[config.mk]
export PLATFORM = sky130hd
export DESIGN_NAME = nn_vpu
export DESIGN_NICKNAME = d
export VERILOG_FILES = /design/src/rtl/nn_vpu.sv
export SDC_FILE = /design/constraint.sdc
export NUM_CORES = 2
export LEC_CHECK = 0
export BUFFER_PORTS_ARGS = -buffer_cell sky130_fd_sc_hd__buf_4
export CAP_MARGIN = 20
export CORE_MARGIN = 1.5
export CORE_UTILIZATION = 40
export DETAILED_ROUTE_END_ITERATION = 16
export PLACE_DENSITY = 0.55
export SETUP_SLACK_MARGIN = 0.15
export SLEW_MARGIN = 10
export SYNTH_ARGS = -nofsm -noshare
export SYNTH_HDL_FRONTEND = slang
export SYNTH_SLANG_ARGS = --single-unit
[constraint.sdc]
create_clock -name clk -period 11.7 [get_ports clk]
set_input_delay 1.17 -clock clk [delete_from_list [all_inputs] [get_ports clk]]
set_output_delay 1.17 -clock clk [all_outputs]
set_load 0.05 [all_outputs]
[src/rtl/nn_vpu.sv]
// nn_vpu: post-processing unit for systolic-array column outputs.
// Per lane: saturating bias add, then leaky ReLU, then a deskew FIFO. Lanes are popped
// together as one aligned vector that feeds an output register (valid/ready handshake)
// and/or a one-cycle feedback pulse back to the accumulators.
module nn_vpu #(
  parameter int LANES = 2,
  parameter int WIDTH = 16,
  parameter int FRAC  = 8,
  parameter int DEPTH = 4
) (
  input  logic                   clk,
  input  logic                   rst,
  input  logic [1:0]             cfg_mode,
  input  logic                   cfg_bias_en,
  input  logic                   cfg_act_en,
  input  logic [LANES*WIDTH-1:0] bias_in,
  input  logic [WIDTH-1:0]       leak_factor,
  input  logic [LANES-1:0]       lane_valid_in,
  input  logic [LANES*WIDTH-1:0] lane_data_in,
  output logic                   out_valid,
  input  logic                   out_ready,
  output logic [LANES*WIDTH-1:0] out_data,
  output logic                   fb_valid,
  output logic [LANES*WIDTH-1:0] fb_data,
  output logic                   busy,
  output logic                   overrun
);

  localparam int PW     = (DEPTH > 1) ? $clog2(DEPTH) : 1;
  localparam int CW     = $clog2(DEPTH + 1);
  localparam int PROD_W = 2 * WIDTH;

  localparam logic signed [PROD_W-1:0] SatMax = {{(WIDTH + 1){1'b0}}, {(WIDTH - 1){1'b1}}};
  localparam logic signed [PROD_W-1:0] SatMin = {{(WIDTH + 1){1'b1}}, {(WIDTH - 1){1'b0}}};

  function automatic logic signed [PROD_W-1:0] sext(input logic [WIDTH-1:0] v);
    return {{WIDTH{v[WIDTH-1]}}, v};
  endfunction

  function automatic logic [WIDTH-1:0] sat(input logic signed [PROD_W-1:0] v);
    logic signed [PROD_W-1:0] r;
    if (v > SatMax) r = SatMax;
    else if (v < SatMin) r = SatMin;
    else r = v;
    return r[WIDTH-1:0];
  endfunction

  function automatic logic [WIDTH-1:0] leaky(input logic [WIDTH-1:0] x,
                                            input logic [WIDTH-1:0] leak,
                                            input logic act);
    logic signed [PROD_W-1:0] prod;
    if (!act || !x[WIDTH-1]) return x;
    prod = sext(x) * sext(leak);
    return sat(prod >>> FRAC);
  endfunction

  function automatic logic [PW-1:0] ptr_inc(input logic [PW-1:0] p);
    return (p == PW'(DEPTH - 1)) ? '0 : p + 1'b1;
  endfunction

  logic [LANES-1:0] s1_valid_q, s1_act_q, s2_valid_q;
  logic [WIDTH-1:0] s1_data_q [LANES];
  logic [WIDTH-1:0] s2_data_q [LANES];
  logic [WIDTH-1:0] mem_q     [LANES][DEPTH];
  logic [PW-1:0]    wr_ptr_q  [LANES];
  logic [PW-1:0]    rd_ptr_q  [LANES];
  logic [CW-1:0]    count_q   [LANES];

  logic [LANES-1:0]       nonempty, full, push_ok;
  logic                   pop;
  logic [LANES*WIDTH-1:0] pop_vec;
  logic                   out_valid_q, fb_valid_q, overrun_q;
  logic [LANES*WIDTH-1:0] out_data_q, fb_data_q;

  // Stages 1 and 2: bias add then activation. Act enable travels with the data so a config
  // change never reprocesses a value already in flight.
  always_ff @(posedge clk or negedge rst) begin
    if (!rst) begin
      s1_valid_q <= '0;
      s1_act_q   <= '0;
      s2_valid_q <= '0;
      for (int i = 0; i < LANES; i++) begin
        s1_data_q[i] <= '0;
        s2_data_q[i] <= '0;
      end
    end else begin
      s1_valid_q <= lane_valid_in;
      s2_valid_q <= s1_valid_q;
      for (int i = 0; i < LANES; i++) begin
        if (lane_valid_in[i]) begin
          s1_data_q[i] <= sat(sext(lane_data_in[i*WIDTH +: WIDTH]) +
                              (cfg_bias_en ? sext(bias_in[i*WIDTH +: WIDTH]) : '0));
          s1_act_q[i]  <= cfg_act_en;
        end
        if (s1_valid_q[i]) s2_data_q[i] <= leaky(s1_data_q[i], leak_factor, s1_act_q[i]);
      end
    end
  end

  // FIFO status, push acceptance and the all-lanes vector pop decision.
  always_comb begin
    pop_vec = '0;
    for (int i = 0; i < LANES; i++) begin
      nonempty[i] = (count_q[i] != '0);
      full[i]     = (count_q[i] == CW'(DEPTH));
      pop_vec[i*WIDTH +: WIDTH] = mem_q[i][rd_ptr_q[i]];
    end
    pop = (&nonempty) && (!cfg_mode[1] || !out_valid_q || out_ready);
    for (int i = 0; i < LANES; i++) begin
      // A full FIFO still accepts a push when it pops on the same edge.
      push_ok[i] = s2_valid_q[i] && (!full[i] || pop);
    end
  end

  // FIFO storage; contents need no reset since counts gate every read.
  always_ff @(posedge clk) begin
    for (int i = 0; i < LANES; i++) begin
      if (push_ok[i]) mem_q[i][wr_ptr_q[i]] <= s2_data_q[i];
    end
  end

  // FIFO pointers, occupancy and the sticky overrun flag.
  always_ff @(posedge clk or negedge rst) begin
    if (!rst) begin
      overrun_q <= 1'b0;
      for (int i = 0; i < LANES; i++) begin
        wr_ptr_q[i] <= '0;
        rd_ptr_q[i] <= '0;
        count_q[i]  <= '0;
      end
    end else begin
      for (int i = 0; i < LANES; i++) begin
        if (push_ok[i]) wr_ptr_q[i] <= ptr_inc(wr_ptr_q[i]);
        if (pop) rd_ptr_q[i] <= ptr_inc(rd_ptr_q[i]);
        if (push_ok[i] && !pop) count_q[i] <= count_q[i] + 1'b1;
        else if (!push_ok[i] && pop) count_q[i] <= count_q[i] - 1'b1;
        if (s2_valid_q[i] && !push_ok[i]) overrun_q <= 1'b1;
      end
    end
  end

  // Output register with handshake and the one-cycle feedback pulse.
  always_ff @(posedge clk or negedge rst) begin
    if (!rst) begin
      out_valid_q <= 1'b0;
      out_data_q  <= '0;
      fb_valid_q  <= 1'b0;
      fb_data_q   <= '0;
    end else begin
      if (pop && cfg_mode[1]) begin
        out_valid_q <= 1'b1;
        out_data_q  <= pop_vec;
      end else if (out_ready) begin
        out_valid_q <= 1'b0;
      end
      fb_valid_q <= pop && cfg_mode[0];
      if (pop && cfg_mode[0]) fb_data_q <= pop_vec;
    end
  end

  // Busy while any stage, FIFO or output register holds data.
  always_comb begin
    busy = (|s1_valid_q) || (|s2_valid_q) || (|nonempty) || out_valid_q || fb_valid_q;
  end

  assign out_valid = out_valid_q;
  assign out_data  = out_data_q;
  assign fb_valid  = fb_valid_q;
  assign fb_data   = fb_data_q;
  assign overrun   = overrun_q;

endmodule
==> results.tsv <==
stage	metric	value	unit
outcome	status	finished clean	
cells_and_area	Synth-to-Final Area Change	9.36	%
sta	Hold Vio Cnt, Final	0	
routing	Post-Route WL	78500	µm
floorplan	initial core utilization	40.4	%
yosys	ys async rst share	54.1	%
global_route	largest net degree at the start of global routing	103	
worst_setup_path	crit path kind	input port to flop	
clock_network	postcts setup bufs	0	
sta	Tmin final	8.17	ns
global_route	GR Overflow Total	0	
placement	Placer Congestion	0.833	
clock_network	hold_buf cts	0	
routing	detailed-router iteration count before antenna repair	5	
yosys	Synth top area share	33.1	%
routing	Top Metal Used	met4	
sta	Layout Skew	0.00997	ns
worst_hold_path	hold path startpoint	out_data[13]	
worst_setup_path	Setup crit start	leak_factor[2]	
floorplan	Die Y-Extent	286	µm
routing	Antenna Nets Post-Route	0	
cells_and_area	NumNets Final	3970	
clock_network	clk root buf	clkbuf_16	
global_route	vias in the first global route	23505	
cells_and_area	layout cells sized above 1	11.2	%
yosys	ranking of synthesized cells by area	fa_1, edfxtp_1, dfrtp_1, ha_1, inv_1	
yosys	Syn Inst Count	3082	
sta	slew at the pin with the worst max-slew slack	1.13	ns
worst_setup_path	Setup crit end kind	flop	
routing	Avg Vias per Cell	5.06	
routing	vias	21376	
worst_setup_path	slowest stage delay, CP	0.86	ns
yosys	synth unique cells	68	
sta	Finish-stage setup viols	0	
yosys	Synth Register Bits	279	
worst_hold_path	Hold/Removal Path Class	flop to flop	
worst_setup_path	crit path cell chain	buf_4, and2_1, inv_1, fa_1, inv_1, fa_1, fa_1, fa_1, fa_1, inv_1, fa_1, inv_1, ha_1, a21o_1, a21o_1, a21oi_1, o2111ai_1, a31oi_2, nor2b_1, o21a_1, nor2_1, xnor2_1, o41ai_4, a21oi_1	
global_route	first-pass GRT wire length	128000	µm
worst_setup_path	Startpoint Class	input port	
worst_setup_path	critical path data required time	12.08	ns
sta	Final WS setup	3.53	ns
worst_setup_path	FF-to-FF setup slack	3.64	ns
clock_network	total CTS buffers	27	
worst_setup_path	R2R Path Start	s1_data_q[31]	
clock_network	Clk Latency, worst-skew pair	0.54	ns
yosys	Ys Warns	0	
clock_network	clk sinks	279	
routing	M1 WL	35200	µm
global_route	initial antenna violation count	6	
yosys	Post-synth EDFFs	128	
clock_network	post-cts resize count	0	
routing	metal3 WL	3910	µm
sta	FMAX	122	MHz
worst_setup_path	most used cell, CP	fa_1	
cells_and_area	commonest non-fill, non-tap cells in the layout	inv_1, fa_1, nand2_1, and2_1, ha_1	
placement	I/O Buffers	156	
floorplan	Placeable Area	79000	µm²
job	Max Cap Viol	0	
sta	RSZ-0062 raised after global routing	no	
routing	Initial DRC Count	1149	
yosys	mean area per synthesized cell	10.4	µm²
placement	DP HPWL	60300	µm
routing	wire per inst	18.6	µm
clock_network	# H-tree levels	1	
clock_network	Max clock buf depth	3	
floorplan	I/O Pins	157	
yosys	Syn Std Cell Area	31900	µm²
yosys	area leader, netlist	fa_1	
clock_network	CTS tree	built	
global_route	GRT Util Overall	19.9	%
yosys	register area share after synthesis	23.9	%
worst_setup_path	worst-path fanout max	32	
sta	setup TNS	0	ns
floorplan	Die ar.	81600	µm²
clock_network	Worst-path clk slew	0.06	ns
placement	worst slack at placement	2.97	ns
worst_setup_path	crit path DAT	8.55	ns
cells_and_area	most common cell after layout, fill and taps aside	inv_1	
yosys	top_reg_cell synth	dfrtp_1	
yosys	synthesized net count	3901	
floorplan	Rows	103	
routing	Remaining DRCs	0	
sta	Slew headroom	24.2	%
worst_setup_path	CP max-delay cell	fa_1	
sta	Tcrit/Tclk final	69.9	%
sta	Final Max Tran Viols	0	
floorplan	die span in x	286	µm
routing	WL met2	38200	µm
[worst max-delay path, delay by kind of cell]
family | cells | cell delay, ns
compound gates | 8 | 2.18
xor+xnor | 1 | 0.11
fa+ha+maj | 7 | 4.03
buf+inv | 5 | 0.61
simple gates | 3 | 0.43
[cells by family (layout without fill, tap and decap cells)]
family / count (synthesis) / in the layout / synth area share (%)
buffers and inverters: 791 / 880 / 9.36
and+or+nand+nor: 780 / 780 / 12.0
adders and majority gates: 730 / 730 / 41.0
AOI/OAI and AO/OA: 297 / 297 / 6.16
DFF: 279 / 279 / 23.9
muxes: 109 / 109 / 4.96
xor gates and xnor gates: 96 / 96 / 2.63
other: 0 / 2 / 0
[synth_stat cells (all sizes together), types with 2 or more instances]
| cell type | instances |
|---|---|
| a31o | 5 |
| o22ai | 43 |
| nand2 | 303 |
| o221ai | 15 |
| xor2 | 28 |
| and2 | 277 |
| a41o | 2 |
| o211ai | 4 |
| a2111oi | 4 |
| a21oi | 86 |
| mux2i | 2 |
| o41ai | 2 |
| nor3b | 2 |
| o21ai | 57 |
| a31oi | 16 |
| fa | 528 |
| or3 | 4 |
| o21bai | 12 |
| o2111ai | 2 |
| nand2b | 10 |
| buf | 15 |
| nor2 | 103 |
| a21boi | 4 |
| nor3 | 16 |
| edfxtp | 128 |
| o31ai | 2 |
| nor2b | 10 |
| inv | 657 |
| xnor2 | 68 |
| nand3 | 18 |
| a41oi | 2 |
| nand4 | 14 |
| dfrtp | 151 |
| o21a | 8 |
| a21o | 23 |
| mux4 | 32 |
| a211oi | 4 |
| clkbuf | 119 |
| mux2 | 75 |
| or2 | 4 |
| ha | 202 |
| nand3b | 3 |
| and3 | 10 |
[sequential cells by signal, summed over array words and instances, names as in the netlist, 2 cells and up]
register / flops
count_q: 6
fb_data: 32
mem_q: 128
out_data: 32
rd_ptr_q: 4
s1_act_q: 2
s1_data_q: 32
s1_valid_q: 2
s2_data_q: 32
s2_valid_q: 2
wr_ptr_q: 4
[area by class of cell]
type / instances / area [µm²]
Antenna cell: 2 / 5.00
Multi-Input combinational cell: 2012 / 21300
Clock buffer: 28 / 679
Clock inverter: 21 / 184
Tap cell: 1050 / 1310
Timing Repair Buffer: 174 / 1330
Sequential cell: 279 / 7620
Inverter: 657 / 2470
Fill cell: 7563 / 44100
[layer usage]
layer | vias up | GRT usage, %
met4 | 0 | 3.76
met5 | - | 0
met3 | 83 | 2.35
met2 | 484 | 34.0
li1 | 9695 | -
met1 | 11114 | 27.4
[metrics by stage]
step                hold WS, ns  util, %  instances  instance area (µm²)
floorplan                 0.352        -       3082                31900
global placement          0.490     43.1       4170                34000
detailed placement        0.495     43.1       4171                34100
CTS                       0.509     44.2       4220                34900
global route              0.526     44.2       4221                34900
finish                    0.508     44.2       4223                34900
[worst paths after layout]
kind                            endpoint  depth (start not counted)
hold reg to reg             out_data[13]                          1
setup / recovery           s2_data_q[19]                         24
hold / removal              out_data[13]                          1
min in group asynchronous    fb_data[22]                          1
setup reg to reg           s2_data_q[19]                         23
max in group asynchronous  s1_data_q[15]                          2
Power is left out: the tool's default activity adds up to more than one toggle a clock period on the data nets, which glitch-free logic cannot reach.
